### src/rtl/controller_sequencer.sv
// Bus-master sequencer: a six-state one-hot ring (T1..T6) and an opcode decoder
// that produce the load/send strobes for the shared 8-bit bus.
module controller_sequencer (
   input  logic       i_clock,
   input  logic       i_reset_n,
   input  logic       i_enable,
   input  logic [3:0] i_instruction,
   output logic [5:0] o_t_state,
   output logic       o_halt,
   output logic       o_pc_increment,
   output logic       o_pc_send,
   output logic       o_mar_load,
   output logic       o_ram_send,
   output logic       o_ir_load,
   output logic       o_ir_send,
   output logic       o_a_load,
   output logic       o_a_send,
   output logic       o_b_load,
   output logic       o_alu_subtract,
   output logic       o_alu_send,
   output logic       o_out_load
);

   localparam logic [3:0] OPCODE_LDA = 4'h0;
   localparam logic [3:0] OPCODE_ADD = 4'h1;
   localparam logic [3:0] OPCODE_SUB = 4'h2;
   localparam logic [3:0] OPCODE_OUT = 4'hE;
   localparam logic [3:0] OPCODE_HLT = 4'hF;

   typedef enum logic [5:0] {
      T1 = 6'b000001,
      T2 = 6'b000010,
      T3 = 6'b000100,
      T4 = 6'b001000,
      T5 = 6'b010000,
      T6 = 6'b100000
   } ring_e;

   ring_e ring_q, ring_d;
   logic  halt_q, halt_d;
   logic  active;

   always_ff @(posedge i_clock) begin
      if (!i_reset_n) begin
         ring_q <= T1;
         halt_q <= 1'b0;
      end else begin
         ring_q <= ring_d;
         halt_q <= halt_d;
      end
   end

   always_comb begin
      ring_d = ring_q;
      halt_d = halt_q;
      if (i_enable && !halt_q) begin
         // HLT parks the ring at T4; only reset leaves this condition.
         if (ring_q == T4 && i_instruction == OPCODE_HLT) begin
            halt_d = 1'b1;
         end else begin
            case (ring_q)
               T1:      ring_d = T2;
               T2:      ring_d = T3;
               T3:      ring_d = T4;
               T4:      ring_d = T5;
               T5:      ring_d = T6;
               T6:      ring_d = T1;
               default: ring_d = T1;
            endcase
         end
      end
   end

   assign active = i_reset_n & i_enable & ~halt_q;

   always_comb begin
      o_pc_increment = 1'b0;
      o_pc_send      = 1'b0;
      o_mar_load     = 1'b0;
      o_ram_send     = 1'b0;
      o_ir_load      = 1'b0;
      o_ir_send      = 1'b0;
      o_a_load       = 1'b0;
      o_a_send       = 1'b0;
      o_b_load       = 1'b0;
      o_alu_subtract = 1'b0;
      o_alu_send     = 1'b0;
      o_out_load     = 1'b0;
      if (active) begin
         case (ring_q)
            T1: begin
               o_pc_send  = 1'b1;
               o_mar_load = 1'b1;
            end
            T2: o_pc_increment = 1'b1;
            T3: begin
               o_ram_send = 1'b1;
               o_ir_load  = 1'b1;
            end
            T4: begin
               if (i_instruction == OPCODE_LDA || i_instruction == OPCODE_ADD ||
                   i_instruction == OPCODE_SUB) begin
                  o_ir_send  = 1'b1;
                  o_mar_load = 1'b1;
               end else if (i_instruction == OPCODE_OUT) begin
                  o_a_send   = 1'b1;
                  o_out_load = 1'b1;
               end
            end
            T5: begin
               if (i_instruction == OPCODE_LDA) begin
                  o_ram_send = 1'b1;
                  o_a_load   = 1'b1;
               end else if (i_instruction == OPCODE_ADD || i_instruction == OPCODE_SUB) begin
                  o_ram_send     = 1'b1;
                  o_b_load       = 1'b1;
                  o_alu_subtract = (i_instruction == OPCODE_SUB);
               end
            end
            T6: begin
               if (i_instruction == OPCODE_ADD || i_instruction == OPCODE_SUB) begin
                  o_alu_send     = 1'b1;
                  o_a_load       = 1'b1;
                  o_alu_subtract = (i_instruction == OPCODE_SUB);
               end
            end
            default: ;
         endcase
      end
   end

   assign o_t_state = ring_q;
   assign o_halt    = halt_q;

endmodule

### config.mk
export PLATFORM = sky130hd
export DESIGN_NAME = controller_sequencer
export DESIGN_NICKNAME = d
export VERILOG_FILES = /design/src/rtl/controller_sequencer.sv
export SDC_FILE = /design/constraint.sdc
export NUM_CORES = 1
export LEC_CHECK = 0
export CORE_MARGIN = 1.5
export CORE_UTILIZATION = 39
export DETAILED_ROUTE_END_ITERATION = 16
export PLACE_DENSITY = 0.77
export SLEW_MARGIN = 20
export SYNTH_ARGS = -nofsm -noshare
export SYNTH_HDL_FRONTEND = slang
export SYNTH_SLANG_ARGS = --single-unit
### constraint.sdc
create_clock -name i_clock -period 2 [get_ports i_clock]
set_input_delay 0.4 -clock i_clock [delete_from_list [all_inputs] [get_ports i_clock]]
set_output_delay 0.4 -clock i_clock [all_outputs]
set_load 0.01 [all_outputs]
Word level (Yosys, flattened, before mapping):

Cells that the tools add are included.

* word-level logic and storage cells: 57
* input bits: 7
* flip-flop bits (word level): 7
* output and inout port bits: 19

* equal/unequal tests: 10
* reductions and logical operators: 9
* bitwise logic cells: 4
* muxes and demuxes: 32

Operators by type and width (count)
* $pmux W6 S5: 1
* $mux W1: 27
* $eq A4 B4 Y1 const B: 2
* $pmux W1 S2: 4
* $eq A6 B1 Y1 const B: 1
* $eq A6 B2 Y1 const B: 1
* $eq A6 B3 Y1 const B: 1
* $eq A6 B4 Y1 const B: 1
* $eq A6 B5 Y1 const B: 1
* $eq A6 B6 Y1 const B: 1
* $eq A4 B1 Y1 const B: 1
* $eq A4 B2 Y1 const B: 1
* $logic_not A4 Y1: 1
* $reduce_and A2 Y1: 2
* $logic_or A1 B1 Y1: 3
* $and A1 B1 Y1: 2
* $logic_and A1 B1 Y1: 2
* $not A1 Y1: 2
* $logic_not A1 Y1: 1

Logic depth before layout (Yosys ltp):

Gate-level depths: netlist of the first run.

* word-level depth: 6
* depth in mapped cells: 4
* mapped depth without buffers: 3

Worst setup path before layout of the first run:

No wires, ideal clock.

* path type: reg2out
* start point: register ring_q[0] (netlist: o_t_state[0])
* end point: output port o_out_load
* arrival: 1.516 ns
* setup slack: 0.084 ns
* stages on the path, launching flop included: 5
* buffers on the path: 1
* data required time: 1.600 ns
* cell sequence: dfxtp_1 > nor4_4 > nand2_1 > nor3_1 > buf_4

* word-level cells in the longest chain between the ends: 3

RTL lines
* start, declared: line 39 `ring_e ring_q, ring_d;`
* start signal, assigned: line 48 `ring_q <= ring_d;`
* $eq A6 B4 Y1
* $mux W1 (2 in a row)
* end, declared: line 21 `output logic o_out_load`

Every way passes these cells.

Worst setup path after layout of the first run:

* start point: register ring_q[0] (netlist: o_t_state[0])
* end point: output port o_alu_subtract

* word-level cells in the longest chain between the ends: 3
* elaborated cells on any way between the ends: 4
* classes of those cells: 2 x eq/ne; 2 x mux

RTL lines
* $eq A6 B6 Y1 or $eq A6 B5 Y1 (tied branches): line 90 `case (ring_q)`
* $pmux W1 S2 *: line 90
* $mux W1 *: line 89 `if (active) begin`
* end, declared: line 19 `output logic o_alu_subtract,`

Every way passes the cells marked *; elsewhere a longest branch is shown, timed or not.

==> results of run 1 <==
[metal layers]
metal	wire length, um	part of all wire	vias up
met5	0	0	-
met4	8	0.0037	0
met3	154	0.072	2
met2	1103	0.52	37
met1	871	0.41	358
li1	-	-	370
[flip-flops by register name, indices dropped and copies added, names as in the netlist]
| register | cells |
|---|---|
| o_halt | 1 |
| o_t_state | 6 |
[logic make-up after synthesis]
family | synth area share
flip-flops | 0.2478
AND/OR/NAND/NOR | 0.4713
AO/OA/AOI/OAI | 0.1859
buffers and inverters | 0.02654
multiplexers | 0.05310
XOR/XNOR | 0.01549
[through the flow]
stage,setup TNS (ns),setup WS [ns]
CTS,0,0.004388
global placement,-4.619,-0.5065
finish,0,0.02289
floorplan,0,0.08358
global route,-0.1267,-0.05081
detailed placement,-5.049,-0.5511
[path summary, 6_finish.rpt]
kind | startpoint | end | slack (ns) | cells after the start
worst max-delay path | o_t_state[0]$_SDFFE_PN1P_ | o_alu_subtract | 0.02 | 4
worst min register to register | o_t_state[1]$_SDFFE_PN0P_ | o_t_state[1]$_SDFFE_PN0P_ | 0.54 | 2
worst min-delay path | o_t_state[1]$_SDFFE_PN0P_ | o_t_state[1]$_SDFFE_PN0P_ | 0.54 | 2
worst max register to register | o_t_state[5]$_SDFFE_PN0P_ | o_t_state[5]$_SDFFE_PN0P_ | 0.48 | 5
[cell usage in the layout, fill, tap and decap left out, types with 4 or more instances in the layout]
master / n
nand3_1: 5
nand2_1: 10
clkdlybuf4s50_1: 7
dlygate4sd2_1: 4
dfxtp_1: 4
nor2_1: 7
buf_2: 8
buf_4: 24
nand3b_1: 4
[critical path, cell delays in order, from the launching register on]
cell and delay [ns]:
dfxtp_2 0.36, nor4_4 0.32, nand2_1 0.16, a211oi_1 0.30, buf_2 0.18
[power groups by stage]
| stage | Sequential (mW) | Combinational [mW] | Clock (mW) |
|---|---|---|---|
| 6_report | 0.157 | 0.152 | 0.134 |
| 5_1_grt | 0.158 | 0.162 | 0.142 |
| 4_1_cts | 0.154 | 0.133 | 0.136 |
| 3_5_place_dp | 0.157 | 0.136 | 0 |
| 3_3_place_gp | 0.157 | 0.132 | 0 |
| 2_1_floorplan | 0.161 | 0.0531 | 0 |
[area by class of cell]
class,count,area [um2],area share
Tap cell,15,18.77,0.01794
Clock buffer,4,26.28,0.02512
Inverter,1,3.754,0.003589
Sequential cell,7,143.9,0.1376
Timing Repair Buffer,50,392.9,0.3756
Multi-Input combinational cell,60,460.4,0.4402
[repair_timing]
action,4_1_cts,5_1_grt
buffers inserted,0,3
endpoints found under the setup margin,12,10
gates cloned,0,0
resized for setup,42,20
pin swaps,2,4
==> summary.txt, run 1 <==
Post-placement cell area -> 988.4 um2
CTS tree -> built
Routed WL -> 2138 um
#FFs+latches synth -> 7
Die Width -> 41.08 um
Pwr/cell area -> 423.4 mW/mm2
Post-CTS Hold Buffers -> 0
Filler Cell Count -> 92
Run status -> finished, final reports clean
Largest net degree at the start of global routing -> 11
DR vias/cell -> 5.599
Synth Cell Area -> 565.5 um2
Non-Filler Instances -> 137
Yosys top cell area share -> 0.2478
Antenna Diode Count -> 0
Fmax -> 505.8 MHz
Sw Ratio -> 0.3055
Cts bufs inserted -> 3
Initial Util -> 0.4240
Routability cong. -> 0.8637
Leakage Power -> 0.4726 nW
Vias in the first global route -> 620
Sink Count -> 7
Final core area utilization -> 0.7842
GRT Util Overall -> 0.2450
Logic pwr share -> 0.343
Clk pwr share -> 0.302
Seq/Total Area, Yosys -> 0.2478
First-pass GRT wire length -> 2697 um
NetSw -> 0.1353 mW
Slew Viols, Final -> 0
Core region area -> 0.001334 mm2
Final period utilization -> 0.9886
Initial antenna violation count -> 0
Cell count after placement -> 130
Max clock buf depth -> 2
Crit-path max FO -> 3
WP data required -> 1.60 ns
Max Cap Viol -> 0
Clock Latency Late Sink -> 0.26 ns
CTS Root Cell -> clkbuf_4
Final setup vio count -> 0
Slew HR -> 0.8137
Final instance area -> 0.001046 mm2
Met1 global-route usage -> 0.3153
Slew @ Worst Pin -> 0.2751 ns
Placed wire-length estimate -> 1441 um
Area leader, netlist -> dfxtp_1
Worst-path clk slew -> 0.06 ns
Top-Level Pins -> 26
IR drop worst, VDD -> 0.3940 mV
Antenna-violating nets left -> 0
Crit path DAT -> 1.58 ns
WL/cell -> 15.61 um
Total overflow reported by the global router -> 0
PnR Total Power -> 0.4429 mW
Hold Crit Class -> reg -> reg
Min cycle time layout -> 1.977 ns
Async S/R FF share, synth -> 0
Share of cells above drive strength 1 -> 0.4262
Die area -> 0.001688 mm2
Initial DRC Count -> 44
Syn_nets -> 77
Synth Flop Type -> dfxtp_1
GR Util met3 -> 0.08152
IO buf count -> 25
Synthesis Warnings -> 0
Clk_skew -> 0.008437 ns
Sequential power share -> 0.355
Nets -> 130
Row count -> 13
Gate Count Post-Synth -> 70
Area contributors post-synth -> dfxtp_1 (25%), nand2_1 (6.6%), mux2i_1 (5.3%), nand3b_1 (5.3%), nor2_1 (4.6%)
Int Pwr -> 0.3076 mW
Critical path type -> reg -> out
Mean Syn Cell Area -> 8.079 um2
CP startpoint kind -> flop
Synth cell types -> 31
Total number of H-tree levels -> 1
Detailed-route via count -> 767
Number of flops mapped to enable cells by yosys -> 0
Most frequent cells after synthesis -> nand2_1 (10), dfxtp_1 (7), nor2_1 (7)
Most frequent cell after synthesis -> nand2_1
Setup crit end kind -> output port
Most Crowded Layer GR -> met2
Area growth syn-to-layout -> 84.96%
Hold Slack -> 0.5356 ns
Pre-antenna DRT Iters -> 4
Hold Vio Cnt, Final -> 0
DRC -> 0
GRT met2 Usage -> 0.4023
Die H -> 41.08 um
(Power assumes the default switching activity.)
==> inputs of run 2 (changes only) <==
--- a/config.mk
+++ b/config.mk
@@ -5,10 +5,11 @@
 export SDC_FILE = /design/constraint.sdc
 export NUM_CORES = 1
 export LEC_CHECK = 0
+export ABC_AREA = 1
 export CORE_MARGIN = 1.5
-export CORE_UTILIZATION = 39
+export CORE_UTILIZATION = 35
 export DETAILED_ROUTE_END_ITERATION = 16
-export PLACE_DENSITY = 0.77
+export PLACE_DENSITY = 0.72
 export SLEW_MARGIN = 20
 export SYNTH_ARGS = -nofsm -noshare
 export SYNTH_HDL_FRONTEND = slang
==> run 2 against run 1 <==
Die area up 2.1%; routed wire length decreased by 17%; synthesized cell count grew 27%; maximum frequency is 6.2% higher; clock skew down 0.0035 ns; cell area decreased by 10%; non-clock buffer count fell by 4; register-to-register slack better by 0.16 ns; worst setup slack improved by 0.12 ns; global-route usage fell by 3.2 points; utilization shrank 7.9 points.
==> summary.txt, run 2 <==
Run status -> finished, final reports clean (unchanged)
Area contributors post-synth -> dfxtp_1 (27%), nand2_1 (14%), nor2_1 (13%), inv_1 (8.0%), a21oi_1 (6.7%) (was dfxtp_1 (25%), nand2_1 (6.6%), mux2i_1 (5.3%), nand3b_1 (5.3%), nor2_1 (4.6%))
Clk pwr share -> 0.311 (was 0.302)
Pwr/cell area -> 452.2 mW/mm2 (was 423.4 mW/mm2)
Total overflow reported by the global router -> 0 (unchanged)
Critical path type -> in -> out (was reg -> out)
Slew @ Worst Pin -> 0.2781 ns (was 0.2751 ns)
Top-Level Pins -> 26 (unchanged)
Pre-antenna DRT Iters -> 4 (unchanged)
Number of flops mapped to enable cells by yosys -> 0 (unchanged)
Synth Cell Area -> 519.2 um2 (was 565.5 um2)
Row count -> 13 (unchanged)
Seq/Total Area, Yosys -> 0.2699 (was 0.2478)
Async S/R FF share, synth -> 0 (unchanged)
DRC -> 0 (unchanged)
Fmax -> 537.1 MHz (was 505.8 MHz)
Nets -> 146 (was 130)
Die area -> 0.001724 mm2 (was 0.001688 mm2)
Sw Ratio -> 0.3067 (was 0.3055)
Min cycle time layout -> 1.862 ns (was 1.977 ns)
#FFs+latches synth -> 7 (unchanged)
Detailed-route via count -> 737 (was 767)
Placed wire-length estimate -> 1275 um (was 1441 um)
Most frequent cell after synthesis -> nand2_1 (unchanged)
GRT Util Overall -> 0.2127 (was 0.2450)
Sink Count -> 7 (unchanged)
Leakage Power -> 0.5111 nW (was 0.4726 nW)
Min setup slack post-route -> 0.1380 ns (was 0.02289 ns)
Crit path DAT -> 1.46 ns (was 1.58 ns)
Max clock buf depth -> 2 (unchanged)
Mean Syn Cell Area -> 5.834 um2 (was 8.079 um2)
Antenna-violating nets left -> 0 (unchanged)
Gate Count Post-Synth -> 89 (was 70)
PnR Total Power -> 0.4255 mW (was 0.4429 mW)
Slew Viols, Final -> 0 (unchanged)
Slew HR -> 0.8134 (was 0.8137)
Initial DRC Count -> 8 (was 44)
Routability cong. -> 0.8698 (was 0.8637)
Antenna Diode Count -> 0 (unchanged)
Worst-path clk slew -> 0.05 ns (was 0.06 ns)
Final setup vio count -> 0 (unchanged)
Max Cap Viol -> 0 (unchanged)
CTS Root Cell -> clkbuf_4 (unchanged)
Non-Filler Instances -> 153 (was 137)
Final period utilization -> 0.9310 (was 0.9886)
Setup crit end kind -> output port (unchanged)
IO buf count -> 25 (unchanged)
Clock Latency Late Sink -> 0.26 ns (about the same)
CP startpoint kind -> input port (was flop)
DR vias/cell -> 4.817 (was 5.599)
NetSw -> 0.1305 mW (was 0.1353 mW)
Area leader, netlist -> dfxtp_1 (unchanged)
Largest register FFs -> 6 (unchanged)
Pre-CTS WS -> -0.5425 ns (was -0.5511 ns)
Most frequent cells after synthesis -> nand2_1 (19), nor2_1 (18), inv_1 (11) (was nand2_1 (10), dfxtp_1 (7), nor2_1 (7))
First-pass GRT wire length -> 2946 um (was 2697 um)
Vias in the first global route -> 703 (was 620)
Synth cell types -> 18 (was 31)
WL/cell -> 11.53 um (was 15.61 um)
Int Pwr -> 0.2950 mW (was 0.3076 mW)
Logic pwr share -> 0.322 (was 0.343)
Syn_nets -> 96 (was 77)
Cell count after placement -> 146 (was 130)
Area growth syn-to-layout -> 81.20% (was 84.96%)
Total number of H-tree levels -> 1 (unchanged)
Hold Vio Cnt, Final -> 0 (unchanged)
Initial Util -> 0.3893 (was 0.4240)
Most frequent cells in the layout -> buf_4 (21), nand2_1 (17), nor2_1 (15) (was buf_4 (24), nand2_1 (10), buf_2 (8))
Core region area -> 0.001334 mm2 (unchanged)
Final instance area -> 940.9 um2 (was 0.001046 mm2)
Hold Crit Class -> reg -> reg (unchanged)
Die H -> 41.52 um (was 41.08 um)
Synthesis Warnings -> 0 (unchanged)
Synth Flop Type -> dfxtp_1 (unchanged)
Yosys top cell area share -> 0.2699 (was 0.2478)
Post-CTS Hold Buffers -> 0 (unchanged)
Routed WL -> 1764 um (was 2138 um)
CTS tree -> built (unchanged)
WP data required -> 1.60 ns (about the same)
Post-placement cell area -> 915.9 um2 (was 988.4 um2)
Die Width -> 41.52 um (was 41.08 um)
Crit-path max FO -> 3 (unchanged)
Sequential power share -> 0.367 (was 0.355)
Worst R2R Setup Slack -> 0.64 ns (was 0.48 ns)
Initial antenna violation count -> 0 (unchanged)
Largest net degree at the start of global routing -> 11 (unchanged)
Cts bufs inserted -> 3 (unchanged)
Share of cells above drive strength 1 -> 0.3333 (was 0.4262)
Commonest non-fill, non-tap cell in the layout -> buf_4 (unchanged)
IR drop worst, VDD -> 0.3361 mV (was 0.3940 mV)
Clk_skew -> 0.004908 ns (was 0.008437 ns)
[run 2: kinds of logic after synthesis]
kind of cell    Yosys count  synth area share
compound gates           10           0.09880
simple gates             58            0.5229
buf+inv                  14            0.1084
flops                     7            0.2699
[run 2: layer usage]
metal	share of wire	vias up	GRT usage
met3	0.041	4	0.02174
met4	0.014	0	0.1097
met2	0.48	27	0.3656
li1	-	384	-
met5	0	-	0
met1	0.46	322	0.2586
[run 2: critical path, cell delays in order]
cell and delay (ns):
dlygate4sd2_1 0.23, nand2_2 0.09, nor2_4 0.13, nand3_2 0.12
or2_1 0.27, o21ai_0 0.07, buf_2 0.15
[run 2: stage by stage]
| stage | utilization | hold WS [ns] | setup TNS [ns] |
|---|---|---|---|
| after floorplan | - | 0.4922 | 0 |
| after global placement | 0.6867 | 0.4612 | -4.204 |
| after detailed placement | 0.6867 | 0.4649 | -4.773 |
| after CTS | 0.6961 | 0.4911 | 0 |
| after global routing | 0.7054 | 0.5299 | -0.006467 |
| final | 0.7054 | 0.4939 | 0 |
[run 2: timing repair]
item | CTS | global route
hold endpoints to repair | 0 | 0
buffers inserted | 1 | 2
setup endpoints to repair | 12 | 8
pin swaps | 2 | 6
gates resized for setup | 35 | 12
[run 2: final cells by class]
cell class / count / area, um2
clock buffer: 4 / 26.28
fill: 129 / 392.9
inverter: 13 / 48.80
multi-input combinational: 68 / 340.3
sequential: 7 / 140.1
tap: 15 / 18.77
timing repair buffer: 46 / 366.6
[run 2: worst paths after layout]
kind                                    end  cells after the start                      start
setup / recovery                 o_ram_send                      7                   i_enable
setup reg to reg  o_t_state[0]$_SDFFE_PN1P_                      8  o_t_state[3]$_SDFFE_PN0P_
hold reg to reg         o_halt$_SDFFE_PN0P_                      2        o_halt$_SDFFE_PN0P_
hold / removal          o_halt$_SDFFE_PN0P_                      2        o_halt$_SDFFE_PN0P_
[run 2: power groups by stage]
stage                     clock network, mW  logic, mW  registers [mW]
final                                 0.132      0.137           0.156
after floorplan                           0     0.0526           0.163
after global placement                    0      0.132           0.158
after detailed placement                  0      0.134           0.159
after global routing                  0.140      0.151           0.158
after CTS                             0.133      0.135           0.156
==> inputs of run 3 (changes only) <==
--- a/config.mk
+++ b/config.mk
@@ -5,11 +5,12 @@
 export SDC_FILE = /design/constraint.sdc
 export NUM_CORES = 1
 export LEC_CHECK = 0
-export ABC_AREA = 1
+export CAP_MARGIN = 20
 export CORE_MARGIN = 1.5
 export CORE_UTILIZATION = 35
+export CTS_BUF_LIST = sky130_fd_sc_hd__clkbuf_4
 export DETAILED_ROUTE_END_ITERATION = 16
-export PLACE_DENSITY = 0.72
+export PLACE_DENSITY = 0.71
 export SLEW_MARGIN = 20
 export SYNTH_ARGS = -nofsm -noshare
 export SYNTH_HDL_FRONTEND = slang
==> run 3 against run 2 <==
The flow now finishes with violations (setup timing); utilization increased by 3.3 points; critical path type is now reg -> out; maximum frequency down 7.2%; global-route usage up 1.9 points; combinational power rose by 18%; clock power is 14% higher; count of clock-buffer cells in the layout unchanged; sequential power hardly changed; hold slack gained 0.16 ns; final cell count fell by 5.9%; first-iteration DRC count grew to 2.8 times the previous value.
==> summary.txt, run 3 (same netlist as run 1, synthesis figures left out) <==
Slew Viols, Final -> 0 (unchanged)
Clk pwr share -> 0.323 (was 0.311)
Nets -> 136 (was 146)
CTS Root Cell -> clkbuf_4 (unchanged)
Vias in the first global route -> 737 (was 703)
Clock Latency Late Sink -> 0.27 ns (was 0.26 ns)
Detailed-route via count -> 773 (was 737)
Total number of H-tree levels -> 1 (unchanged)
Critical path type -> reg -> out (was in -> out)
Final core area utilization -> 0.7384 (was 0.7054)
Commonest non-fill, non-tap cell in the layout -> buf_4 (unchanged)
Pwr/cell area -> 419.9 mW/mm2 (was 452.2 mW/mm2)
WL/cell -> 14.14 um (was 11.53 um)
Clk_skew -> 0.009769 ns (was 0.004908 ns)
Share of cells above drive strength 1 -> 0.4609 (was 0.3333)
Most frequent cells in the layout -> buf_4 (28), nand2_1 (9), dlygate4sd2_1 (8) (was buf_4 (21), nand2_1 (17), nor2_1 (15))
Filler Cell Count -> 111 (was 129)
Run status -> complete, but fails checks (was finished, final reports clean)
Cts bufs inserted -> 3 (unchanged)
Hold Crit Class -> reg -> reg (unchanged)
Antenna Diode Count -> 0 (unchanged)
Fmax -> 498.2 MHz (was 537.1 MHz)
Max clock buf depth -> 2 (unchanged)
Slew HR -> 0.7834 (was 0.8134)
Crit-path max FO -> 6 (was 3)
RSZ-0062 raised after global routing -> yes
Reg area -> 151.4 um2 (was 140.1 um2)
Pre-CTS WS -> -0.5221 ns (was -0.5425 ns)
Placed wire-length estimate -> 1478 um (was 1275 um)
Die Width -> 43.20 um (was 41.52 um)
Int Pwr -> 0.3269 mW (was 0.2950 mW)
Setup TNS -> -0.01024 ns (was 0 ns)
NetSw -> 0.1402 mW (was 0.1305 mW)
Initial Util -> 0.3754 (was 0.3893)
WP data required -> 1.60 ns (about the same)
Total overflow reported by the global router -> 0 (unchanged)
Leakage Power -> 0.5021 nW (was 0.5111 nW)
Pre-antenna DRT Iters -> 8 (was 4)
GRT Util Overall -> 0.2316 (was 0.2127)
Non-Filler Instances -> 144 (was 153)
Sw Ratio -> 0.3002 (was 0.3067)
Largest register FFs -> 6 (unchanged)
Crit path DAT -> 1.61 ns (was 1.46 ns)
Failing checks -> setup timing
Final setup vio count -> 2 (was 0)
Die H -> 43.20 um (was 41.52 um)
Setup crit end kind -> output port (unchanged)
Min cycle time layout -> 2.007 ns (was 1.862 ns)
Row count -> 14 (was 13)
Top-Level Pins -> 26 (unchanged)
Antenna-violating nets left -> 0 (unchanged)
Initial DRC Count -> 22 (was 8)
Max Cap Viol -> 0 (unchanged)
Routability cong. -> 0.9461 (was 0.8698)
Hold Vio Cnt, Final -> 0 (unchanged)
DR vias/cell -> 5.368 (was 4.817)
Min setup slack post-route -> -0.007265 ns (was 0.1380 ns)
Area growth syn-to-layout -> 96.68% (was 81.20%)
IO buf count -> 25 (unchanged)
Worst R2R Setup Slack -> 0.34 ns (was 0.64 ns)
IR drop worst, VDD -> 0.3629 mV (was 0.3361 mV)
Core region area -> 0.001506 mm2 (was 0.001334 mm2)
Hold Slack -> 0.6538 ns (was 0.4939 ns)
First-pass GRT wire length -> 3187 um (was 2946 um)
DRC -> 0 (unchanged)
Slew @ Worst Pin -> 0.3242 ns (was 0.2781 ns)
Sink Count -> 7 (unchanged)
CP startpoint kind -> flop (was input port)
Worst-path clk slew -> 0.06 ns (was 0.05 ns)
Final period utilization -> 1.004 (was 0.9310)
Initial antenna violation count -> 0 (unchanged)
Routed WL -> 2036 um (was 1764 um)
Area of the multi-input gates -> 460.4 um2 (was 340.3 um2)
Cell count after placement -> 133 (was 146)
Largest net degree at the start of global routing -> 11 (unchanged)
CTS tree -> built (unchanged)
Die area -> 0.001866 mm2 (was 0.001724 mm2)
Logic pwr share -> 0.347 (was 0.322)
Sequential power share -> 0.330 (was 0.367)
==> run 3: changes by cell type in the layout (fill, tap and decap cells not counted), sizes merged, moves of 4 or more <==
cell,delta
buf,+11
inv,-11
nor2,-15
nor2b,+4
nand2,-9
nand3,-4
a21oi,-7
dlymetal6s2s,-4
==> run 3: metal layers <==
metal,vias up,share of wire,GRT usage
met5,-,0,0
li1,378,-,-
met2,26,0.49,0.3552
met4,0,0.0049,0.09697
met1,366,0.46,0.3015
met3,3,0.053,0.06383
==> run 3: layout make-up <==
class                   count  area share
repair buffers             56      0.4016
inverters                   1    0.003375
multi-input cells          60      0.4139
flip-flops and latches      7      0.1361
clock buffers               4     0.02700
well taps                  16     0.01800
==> run 3: worst max-delay path, stage by stage (launching register included) <==
cell,delay (ns)
dfxtp_2,0.38
buf_4,0.17
and4b_1,0.23
nand2_1,0.07
nor3_2,0.20
dlygate4sd2_1,0.29
==> run 3: final timing paths <==
check / from / end / depth (start not counted)
max: o_t_state[3]$_SDFFE_PN0P_ / o_out_load / 5
min: o_t_state[4]$_SDFFE_PN0P_ / o_t_state[4]$_SDFFE_PN0P_ / 2
max reg2reg: o_t_state[1]$_SDFFE_PN0P_ / o_t_state[0]$_SDFFE_PN1P_ / 7
min reg2reg: o_t_state[4]$_SDFFE_PN0P_ / o_t_state[4]$_SDFFE_PN0P_ / 2
==> run 3: power groups by stage <==
stage | clock network (mW) | logic [mW] | registers [mW]
floorplan | 0 | 0.0531 | 0.161
global placement | 0 | 0.136 | 0.156
detailed placement | 0 | 0.138 | 0.156
CTS | 0.155 | 0.140 | 0.152
global route | 0.160 | 0.176 | 0.154
finish | 0.151 | 0.162 | 0.154
==> run 3: metrics by stage <==
step	power [mW]	cell area [um2]
floorplan	0.2136	565.5
global placement	0.2915	1005
detailed placement	0.2940	1005
CTS	0.4481	1050
global route	0.4902	1112
finish	0.4671	1112
==> run 3: timing repair <==
action	in CTS	in global routing
pin swaps	5	6
hold buffers	0	0
endpoints found under the setup margin	12	12
gates resized for setup	47	16
buffers inserted	3	4
hold endpoints to repair	0	0
==> RTL change, RTL diff (flow settings as in run 3) <==
Put a register stage on the output `o_alu_subtract`, cleared by the reset. The value now appears one clock later. The other outputs are not delayed to match.
--- a/src/rtl/controller_sequencer.sv
+++ b/src/rtl/controller_sequencer.sv
@@ -36,4 +36,6 @@
       T6 = 6'b100000
    } ring_e;
+
+   logic o_alu_subtract_d;
 
    ring_e ring_q, ring_d;
@@ -84,5 +86,5 @@
       o_a_send       = 1'b0;
       o_b_load       = 1'b0;
-      o_alu_subtract = 1'b0;
+      o_alu_subtract_d = 1'b0;
       o_alu_send     = 1'b0;
       o_out_load     = 1'b0;
@@ -115,5 +117,5 @@
                   o_ram_send     = 1'b1;
                   o_b_load       = 1'b1;
-                  o_alu_subtract = (i_instruction == OPCODE_SUB);
+                  o_alu_subtract_d = (i_instruction == OPCODE_SUB);
                end
             end
@@ -122,5 +124,5 @@
                   o_alu_send     = 1'b1;
                   o_a_load       = 1'b1;
-                  o_alu_subtract = (i_instruction == OPCODE_SUB);
+                  o_alu_subtract_d = (i_instruction == OPCODE_SUB);
                end
             end
@@ -133,4 +135,12 @@
    assign o_halt    = halt_q;
 
+   always_ff @(posedge i_clock) begin
+      if (!i_reset_n) begin
+         o_alu_subtract <= '0;
+      end else begin
+         o_alu_subtract <= o_alu_subtract_d;
+      end
+   end
+
 endmodule
 
Check against the original RTL: not equivalent (Yosys sat finds a counterexample within 10 cycles, from zero or initial values and one cycle with i_reset_n low).
==> RTL change against run 3 <==
  * Routed wire length is 37% higher
  * The flow still finishes with violations (negative setup slack)
  * Critical path depth decreased by 1
  * Critical path type unchanged
  * Sequential cell count grew 1
  * Global-route usage up 4.4 points
  * Largest power group unchanged
  * Cell area increased by 15%
  * First-iteration DRC count fell by 9.1%
  * Highest routed layer unchanged
  * Sequential share of layout area decreased by 0.30 points
  * Power up 1.5%
  * Synthesized area grew 3.3%
  * Setup slack worse by 0.16 ns
==> RTL change: results (changes against run 3) <==
** Global route
- Met2 layer usage reported by global route :: 48.5% (+13 points)
- Overall fraction of global-route tracks in use :: 27.6% (+4.4 points)
- The met3 demand-to-capacity share in global routing is 4.58% (-1.8 points).

** Finish
- Count of buffers not belonging to the clock network in the layout :: 63 (+13%)
- Final-layout clock-cell area share :: 1.76% (-0.94 points)
- The filler cell count in the final layout is 85 (-23%).
- Cell Count, Final, Fillers Out :: 155 (+7.6%)
- Multi-input logic cell count :: 62 (+3.3%)

** Yosys
- Post-synthesis compound-gate area fraction :: 18.2% (-0.38 points)
- The average cell area after synthesis is 7.59 um2 (-6.1%).
- The proportion of synthesized area in mux cells was 2.57% (-2.7 points).
- Commonest cells post-synth :: 10 x sky130_fd_sc_hd__nand2_1, 8 x sky130_fd_sc_hd__dfxtp_1, 7 x sky130_fd_sc_hd__nor2_1

** Outcome
- Result of the run :: finished, violations left
- The final reports fail on negative setup slack.

** Routing
- Routed metal-1 wire length :: 1060 um (+14%)
- Via-per-instance ratio :: 5.68 (+5.8%)
- Detailed-routed wire length on met2 :: 1480 um (+50%)
- First drt pass iteration count :: 4 (-4)

** Critical path
- The cell count of the worst reg-to-reg path came to 6 (-1).
- The endpoint identified for the worst register-to-register timing path is o_t_state[4].

** Place
- The global placer's final weighted congestion was 0.786 (-17%).
- Detailed-placement wirelength estimate :: 1490 um (+0.72%)

** Hold path
- Class of the most critical hold timing path :: in2reg
- The startpoint identified for the worst hold timing path is i_enable.

** Timing
- The number of setup violations in the final report came to 9 (+7).
- The final critical-path setup slack was -0.164 ns (-0.156 ns).
==> RTL change: how the worst max path moves through the flow <==
stage	from	to	slack [ns]	cells past startpoint
finish	o_t_state[0]	o_ir_send	-0.16	4
global route	o_t_state[0]	o_a_load	-0.29	6
CTS	o_t_state[1]	o_mar_load	-0.16	4
detailed placement	i_instruction[3]	o_out_load	-0.67	4
global placement	i_instruction[3]	o_out_load	-0.65	4
floorplan	o_t_state[3]	o_ir_send	-0.006	3
==> RTL change: metrics by stage <==
step | setup slack [ns] | hold WS, ns | TNS [ns] | power [uW] | area [um2]
finish | -0.164 | 0.554 | -0.860 | 474 | 1280
global route | -0.295 | 0.596 | -1.65 | 497 | 1280
CTS | -0.162 | 0.544 | -0.555 | 453 | 1200
detailed placement | -0.674 | 0.576 | -8.83 | 294 | 1030
global placement | -0.651 | 0.546 | -8.43 | 292 | 1030
floorplan | -0.00620 | 0.520 | -0.00620 | 227 | 594
==> RTL change: critical path, cell delays in order, from the launching register on <==
cell                      delay (ns)
sky130_fd_sc_hd__dfxtp_1        0.32
sky130_fd_sc_hd__or4b_4         0.54
sky130_fd_sc_hd__or3_4          0.38
sky130_fd_sc_hd__nor2_2         0.12
sky130_fd_sc_hd__buf_2          0.14
==> RTL change: repair_timing <==
action                                  CTS  global route
hold buffers                              0             0
pin swaps                                15            11
buffers inserted                          8             5
endpoints found under the setup margin   16            15
gates resized for setup                  77            12
==> RTL change: power breakdown <==
group	switching [uW]	leakage (uW)	internal, uW
Clock	63.2	0.0000138	69.0
Sequential	4.98	0.0000676	163
Combinational	76.9	0.000467	97.3
Total	145	0.000548	329
==> RTL change: cell families after synthesis <==
logic type	count (synthesis)
AO/OA/AOI/OAI	16
multiplexers	1
AND/OR/NAND/NOR	45
buffers and inverters	7
flip-flops	8
